[src/rtl/btn_pkg.sv]
// -----------------------------------------------------------------------------
// btn_pkg
// Shared definitions for the multi-button detector:
//   - default parameter constants
//   - per-channel FSM state enumeration
//   - cnt_width(): counter width helper (ceil log2, minimum 1 bit)
// Optional feature macro: BTN_AUTOREPEAT_EN (adds the REPEAT state).
// -----------------------------------------------------------------------------
package btn_pkg;

  localparam int DEF_N_CH          = 4;
  localparam int DEF_DB_CYCLES     = 16;
  localparam int DEF_REPEAT_DELAY  = 50000;
  localparam int DEF_REPEAT_PERIOD = 10000;

`ifdef BTN_AUTOREPEAT_EN
  typedef enum logic [1:0] {
    ST_IDLE    = 2'd0,
    ST_PRESSED = 2'd1,
    ST_REPEAT  = 2'd2
  } btn_state_e;
`else
  typedef enum logic {
    ST_IDLE    = 1'b0,
    ST_PRESSED = 1'b1
  } btn_state_e;
`endif

  // Bits needed to hold 0 .. value-1 (at least one bit).
  function automatic int cnt_width(input int value);
    int w;
    w = 1;
    while ((w < 31) && ((1 << w) < value)) w++;
    return w;
  endfunction

endpackage

[src/rtl/button_channel.sv]
// -----------------------------------------------------------------------------
// button_channel
// One button: 2-flop synchroniser, debounce counter, IDLE/PRESSED(/REPEAT)
// FSM and registered one-cycle pulses.
// Ports:
//   clk, rst        rising-edge clock, synchronous active-high reset
//   btn_in          raw asynchronous level (1 = pressed)
//   btn_level       debounced level
//   press_pulse     one cycle on accepted 0->1
//   release_pulse   one cycle on accepted 1->0
//   repeat_pulse    auto-repeat pulse while held (0 without BTN_AUTOREPEAT_EN)
// Optional feature macro: BTN_AUTOREPEAT_EN.
// -----------------------------------------------------------------------------
module button_channel
  import btn_pkg::*;
#(
  parameter int DB_CYCLES     = DEF_DB_CYCLES
`ifdef BTN_AUTOREPEAT_EN
  ,
  parameter int REPEAT_DELAY  = DEF_REPEAT_DELAY,
  parameter int REPEAT_PERIOD = DEF_REPEAT_PERIOD
`endif
) (
  input  logic clk,
  input  logic rst,
  input  logic btn_in,
  output logic btn_level,
  output logic press_pulse,
  output logic release_pulse,
  output logic repeat_pulse
);

  localparam int             DBW     = cnt_width(DB_CYCLES);
  localparam logic [DBW-1:0] DB_LAST = DBW'(DB_CYCLES - 1);

  logic           sync1_q, sync2_q;
  logic [DBW-1:0] db_cnt_q, db_cnt_d;
  logic           level_q, level_d;
  logic           press_q, press_d;
  logic           release_q, release_d;
  logic           accept_rise, accept_fall;
  btn_state_e     state_q, state_d;

  // Debounce: count consecutive cycles the synchronised sample disagrees
  // with the accepted level; a single agreeing cycle restarts the count.
  // The compare is against DB_CYCLES-1 because the final increment and the
  // level toggle land on the same edge.
  always_comb begin
    db_cnt_d    = '0;
    level_d     = level_q;
    accept_rise = 1'b0;
    accept_fall = 1'b0;
    if (sync2_q != level_q) begin
      if (db_cnt_q >= DB_LAST) begin
        level_d     = ~level_q;
        accept_rise = sync2_q;
        accept_fall = ~sync2_q;
      end else begin
        db_cnt_d = db_cnt_q + 1'b1;
      end
    end
  end

`ifdef BTN_AUTOREPEAT_EN
  localparam int RPW     = cnt_width((REPEAT_DELAY > REPEAT_PERIOD) ? REPEAT_DELAY
                                                                    : REPEAT_PERIOD);
  localparam logic [RPW-1:0] RD_LAST = RPW'(REPEAT_DELAY - 1);
  localparam logic [RPW-1:0] RP_LAST = RPW'(REPEAT_PERIOD - 1);

  logic [RPW-1:0] rpt_cnt_q, rpt_cnt_d;
  logic           repeat_q, repeat_d;

  // The repeat counter restarts on every pulse, so it is bounded by the
  // larger interval and never wraps; >= keeps it safe regardless.
  always_comb begin
    state_d   = state_q;
    press_d   = accept_rise;
    release_d = accept_fall;
    rpt_cnt_d = rpt_cnt_q;
    repeat_d  = 1'b0;
    case (state_q)
      ST_IDLE: begin
        rpt_cnt_d = '0;
        if (accept_rise) state_d = ST_PRESSED;
      end
      ST_PRESSED: begin
        if (accept_fall) begin
          state_d   = ST_IDLE;
          rpt_cnt_d = '0;
        end else if (rpt_cnt_q >= RD_LAST) begin
          state_d   = ST_REPEAT;
          repeat_d  = 1'b1;
          rpt_cnt_d = '0;
        end else begin
          rpt_cnt_d = rpt_cnt_q + 1'b1;
        end
      end
      ST_REPEAT: begin
        // Release wins: a repeat due on the release edge is dropped.
        if (accept_fall) begin
          state_d   = ST_IDLE;
          rpt_cnt_d = '0;
        end else if (rpt_cnt_q >= RP_LAST) begin
          repeat_d  = 1'b1;
          rpt_cnt_d = '0;
        end else begin
          rpt_cnt_d = rpt_cnt_q + 1'b1;
        end
      end
      default: begin
        state_d   = ST_IDLE;
        rpt_cnt_d = '0;
      end
    endcase
  end

  always_ff @(posedge clk) begin
    if (rst) begin
      rpt_cnt_q <= '0;
      repeat_q  <= 1'b0;
    end else begin
      rpt_cnt_q <= rpt_cnt_d;
      repeat_q  <= repeat_d;
    end
  end

  assign repeat_pulse = repeat_q;
`else
  always_comb begin
    state_d   = state_q;
    press_d   = accept_rise;
    release_d = accept_fall;
    case (state_q)
      ST_IDLE:    if (accept_rise) state_d = ST_PRESSED;
      ST_PRESSED: if (accept_fall) state_d = ST_IDLE;
      default:    state_d = ST_IDLE;
    endcase
  end

  assign repeat_pulse = 1'b0;
`endif

  always_ff @(posedge clk) begin
    if (rst) begin
      sync1_q   <= 1'b0;
      sync2_q   <= 1'b0;
      db_cnt_q  <= '0;
      level_q   <= 1'b0;
      press_q   <= 1'b0;
      release_q <= 1'b0;
      state_q   <= ST_IDLE;
    end else begin
      sync1_q   <= btn_in;
      sync2_q   <= sync1_q;
      db_cnt_q  <= db_cnt_d;
      level_q   <= level_d;
      press_q   <= press_d;
      release_q <= release_d;
      state_q   <= state_d;
    end
  end

  assign btn_level     = level_q;
  assign press_pulse   = press_q;
  assign release_pulse = release_q;

endmodule

[src/rtl/multi_button_detector.sv]
// -----------------------------------------------------------------------------
// multi_button_detector
// N_CH fully independent debounced button channels with press/release pulses
// and optional auto-repeat.
// Ports:
//   clk, rst        rising-edge clock, synchronous active-high reset
//   btn_in          [N_CH] raw asynchronous levels (1 = pressed)
//   btn_level       [N_CH] debounced levels
//   press_pulse     [N_CH] one cycle per accepted press
//   release_pulse   [N_CH] one cycle per accepted release
//   repeat_pulse    [N_CH] auto-repeat pulses while held
// Optional feature macro: BTN_AUTOREPEAT_EN. Undefined: repeat_pulse is 0 and
// no repeat state or counters exist.
// -----------------------------------------------------------------------------
module multi_button_detector
  import btn_pkg::*;
#(
  parameter int N_CH          = DEF_N_CH,
  parameter int DB_CYCLES     = DEF_DB_CYCLES,
  parameter int REPEAT_DELAY  = DEF_REPEAT_DELAY,
  parameter int REPEAT_PERIOD = DEF_REPEAT_PERIOD
) (
  input  logic            clk,
  input  logic            rst,
  input  logic [N_CH-1:0] btn_in,
  output logic [N_CH-1:0] btn_level,
  output logic [N_CH-1:0] press_pulse,
  output logic [N_CH-1:0] release_pulse,
  output logic [N_CH-1:0] repeat_pulse
);

  logic [N_CH-1:0] rpt_w;

  for (genvar g = 0; g < N_CH; g++) begin : g_ch
`ifdef BTN_AUTOREPEAT_EN
    button_channel #(
      .DB_CYCLES    (DB_CYCLES),
      .REPEAT_DELAY (REPEAT_DELAY),
      .REPEAT_PERIOD(REPEAT_PERIOD)
    ) u_ch (
`else
    button_channel #(
      .DB_CYCLES    (DB_CYCLES)
    ) u_ch (
`endif
      .clk          (clk),
      .rst          (rst),
      .btn_in       (btn_in[g]),
      .btn_level    (btn_level[g]),
      .press_pulse  (press_pulse[g]),
      .release_pulse(release_pulse[g]),
      .repeat_pulse (rpt_w[g])
    );
  end

`ifdef BTN_AUTOREPEAT_EN
  assign repeat_pulse = rpt_w;
`else
  // Channels already drive 0; the repeat parameters stay on the interface so
  // both builds share one instantiation signature.
  assign repeat_pulse = rpt_w & {N_CH{(REPEAT_DELAY > 0) && (REPEAT_PERIOD > 0)}};
`endif

endmodule

[config.mk]
export PLATFORM = sky130hd
export DESIGN_NAME = multi_button_detector
export DESIGN_NICKNAME = d
export VERILOG_FILES = /design/src/rtl/btn_pkg.sv /design/src/rtl/button_channel.sv /design/src/rtl/multi_button_detector.sv
export SDC_FILE = /design/constraint.sdc
export NUM_CORES = 1
export LEC_CHECK = 0
export CAP_MARGIN = 20
export CORE_ASPECT_RATIO = 0.75
export CORE_MARGIN = 2
export CORE_UTILIZATION = 45
export DETAILED_ROUTE_END_ITERATION = 8
export PLACE_DENSITY = 0.69
export SETUP_SLACK_MARGIN = 0.3
export SLEW_MARGIN = 20
export SYNTH_ARGS = -nofsm -noshare
export SYNTH_HDL_FRONTEND = slang
export SYNTH_SLANG_ARGS = --single-unit
[constraint.sdc]
create_clock -name clk -period 1.9 [get_ports clk]
set_clock_uncertainty 0.15 [all_clocks]
set_input_delay 0.38 -clock clk [delete_from_list [all_inputs] [get_ports clk]]
set_output_delay 0.38 -clock clk [all_outputs]
set_load 0.005 [all_outputs]
==> results.yml <==
outcome:
  status: "complete, no violations"
logic_synthesis:
  synth.avg_cell_area_um2: 10.4
  ys_warn_count: 0
  synth-seq-area-share_pct: 53.9
  synth-main-ff-cell: "dfxtp_1"
  synth_largest_area_cell: "dfxtp_1"
  synth_top_cell_area_share_pct: 53.9
  synth_edf_count: 0
  ys_types: 18
  ys_ff_latch: 36
  syn_area_mm2: 0.00134
  yosys-top-cells-area: "dfxtp_1, buf_4, nor4b_1, xor2_1, nor2_1"
  synthArstFlopShare_pct: 0
  synth_cells: 128
pwr:
  vdd_drop_max_mv: 0.760
  power_uw: 1520
  power_density_mw_per_mm2: 947
  p_leak_uw: 0.000737
routing:
  firstDrtPassIters: 4
  viasPerCell: 4.60
  drc: 0
  dr_total_vias: 832
  ant_nets: 0
  avgRoutedWirePerCell_um: 10.7
  wl_um: 1930
  drt_iter0_markers: 20
sta:
  setup_viol: 0
  finalCriticalPeriod_ps: 1470
  period_share_pct: 77.3
  rsz0062_at_grt: "no"
  finalSetupTns_ps: 0
  slew_viol_final: 0
  hold_violations: 0
  clock.fmax_ghz: 0.681
cells_and_area:
  area_growth_pct: 19.7
  diodes: 0
  final_nets: 152
  nFillCells: 266
  drive_gt1_share_pct: 11.9
worst_setup_path:
  r2r_end: "g_ch[1].u_ch.db_cnt_q[3]$_SDFF_PP0_"
  crit_path_start_kind: "input port"
  arrival_ps: 1530
  startpoint: "rst"
  required_ps: 1960
  slowest_delay_ps: 550
  ff2ff_setup_slack_ps: 440
  r2r_start: "g_ch[1].u_ch.db_cnt_q[0]$_SDFF_PP0_"
  cp-end-kind: "register"
  cp_cell_sequence: "clkdlybuf4s50_1 > or3b_1 > nor2_1"
  slowest_stage: "clkdlybuf4s50_1"
  worstPathMaxFanout: 9
  path_class: "input port to register"
  r2r_cells: 4
cts:
  clk_pin_slew_ps: 70
  clock_latency_ps: 270
  cts.path.max_buffers: 2
  cts.sinks: 36
  numCtsBuffers: 5
  htreeDepth: 2
  root_buffer: "clkbuf_8"
  cts_tree: "built"
grt:
  top_usage_layer: "met2"
  antenna_found_initial: 0
  grt_pass1_vias: 786
  use_met2_pct: 23.0
  grt_util_all_layers_pct: 12.8
  gr-usage-met1_pct: 13.4
  grt_pass1_wl_um: 3220
  grt_start_max_net_pins: 12
  grtUsageMet3_pct: 6.17
  grt-ovfl-total: 0
min_path:
  whs_endpoint: "g_ch[2].u_ch.press_pulse$_SDFF_PP0_"
  hp-start: "g_ch[2].u_ch.btn_level$_SDFFE_PP0P_"
  holdPathStages: 1
  hp-class: "register to register"
floorplanning:
  std_cell_rows: 17
  die_h_um: 51.2
  core_mm2: 0.00289
  boundaryPins: 22
  die_w_um: 67.0
  start_util_pct: 46.2
  dieArea_mm2: 0.00343
placed_design:
  portBuffers: 17
  dpl.hpwl_um: 1400
  gp_congestion: 0.668
job:
  cap_viol_max_count: 0
-- where the power goes --
part / internal, µW / leakage [µW] / switching, µW / total [µW]
clock: 463 / 0.0000645 / 246 / 709
combinational: 21.0 / 0.000378 / 18.2 / 39.2
sequential: 762 / 0.000295 / 6.57 / 769
-- worst max-delay path: cells and delay by family --
kind                   cells  cell delay (ps)
and+or+nand+nor            2              590
buffers and inverters      1              550
-- through the flow --
stage / cells / setup WS (ps) / hold WS, ps / utilization (%) / instance area, µm²
5_1_grt: 181 / 340 / 294 / 55.4 / 1600
2_1_floorplan: 131 / 555 / 264 / - / 1350
4_1_cts: 180 / 224 / 303 / 55.0 / 1590
3_3_place_gp: 170 / 195 / 269 / 50.3 / 1450
6_report: 181 / 432 / 285 / 55.4 / 1600
3_5_place_dp: 170 / 136 / 280 / 50.3 / 1450
-- cell families (layout without fill, tap and decap cells) --
logic type	count (synthesis)	in the layout	synth area share, %
simple gates	48	48	20.1
flops	36	36	53.9
buf+inv	22	34	10.7
xor+xnor	12	12	7.86
fa+ha+maj	4	4	3.74
mux	4	4	2.99
other cells	1	4	0.280
compound gates	1	1	0.468
-- area by class of cell --
| type | instances | area, µm² | share of cell area (%) |
|---|---|---|---|
| Clock buffer | 7 | 96.3 | 6.02 |
| Timing Repair Buffer | 22 | 196 | 12.3 |
| Clock inverter | 1 | 30.0 | 1.87 |
| Tap cell | 38 | 47.5 | 2.97 |
| Sequential cell | 36 | 731 | 45.6 |
| Multi-Input combinational cell | 73 | 485 | 30.3 |
| Inverter | 4 | 15.0 | 0.937 |
-- worst max path at each step --
stage / to / slack, ps / cells after the start
final: g_ch[1].u_ch.db_cnt_q[3]$_SDFF_PP0_ / 430 / 3
after global routing: g_ch[1].u_ch.press_pulse$_SDFF_PP0_ / 340 / 3
after CTS: btn_level[2] / 220 / 1
after detailed placement: g_ch[1].u_ch.db_cnt_q[3]$_SDFF_PP0_ / 140 / 3
after global placement: g_ch[1].u_ch.db_cnt_q[3]$_SDFF_PP0_ / 200 / 3
after floorplan: g_ch[1].u_ch.db_cnt_q[3]$_SDFF_PP0_ / 550 / 4
-- what timing repair did --
item	4_1_cts	5_1_grt
hold buffers	0	0
hold endpoints to repair	0	0
endpoints found under the setup margin	12	1
buffers inserted	2	1
gates resized for setup	17	1
-- cell usage after synthesis, types with 4 or more instances --
library cell and n:
xnor2_1 5, mux2i_1 4, ha_1 4, nor2b_1 8, xor2_1 7, inv_1 4, nor4b_1 8, nand3_1 9
buf_4 16, nor2_1 16, dfxtp_1 36
-- metal layers --
metal	wire, µm	share of wire (%)
met1	799	41
met2	1020	53
met3	110	5.7
met4	0	0
met5	0	0
-- placed cells by master (no fill, tap or decap), drive strengths merged, types with 2 or more instances in the layout --
cell type	n
xor2	7
conb	4
ha	4
inv	4
nor2	16
mux2i	4
buf	5
dlygate4sd2	11
and3	2
nor2b	8
nor4b	8
clkdlybuf4s50	5
nor3	2
dfxtp	36
clkbuf	7
xnor2	5
or3b	2
nand3	9
-- state kept, by name (all words and copies together) (netlist names) --
| signal | count |
|---|---|
| g_ch.u_ch.btn_level | 4 |
| g_ch.u_ch.sync1_q | 4 |
| g_ch.u_ch.press_pulse | 4 |
| g_ch.u_ch.db_cnt_q | 16 |
| g_ch.u_ch.release_pulse | 4 |
| g_ch.u_ch.sync2_q | 4 |
(Power assumes the default switching activity.)
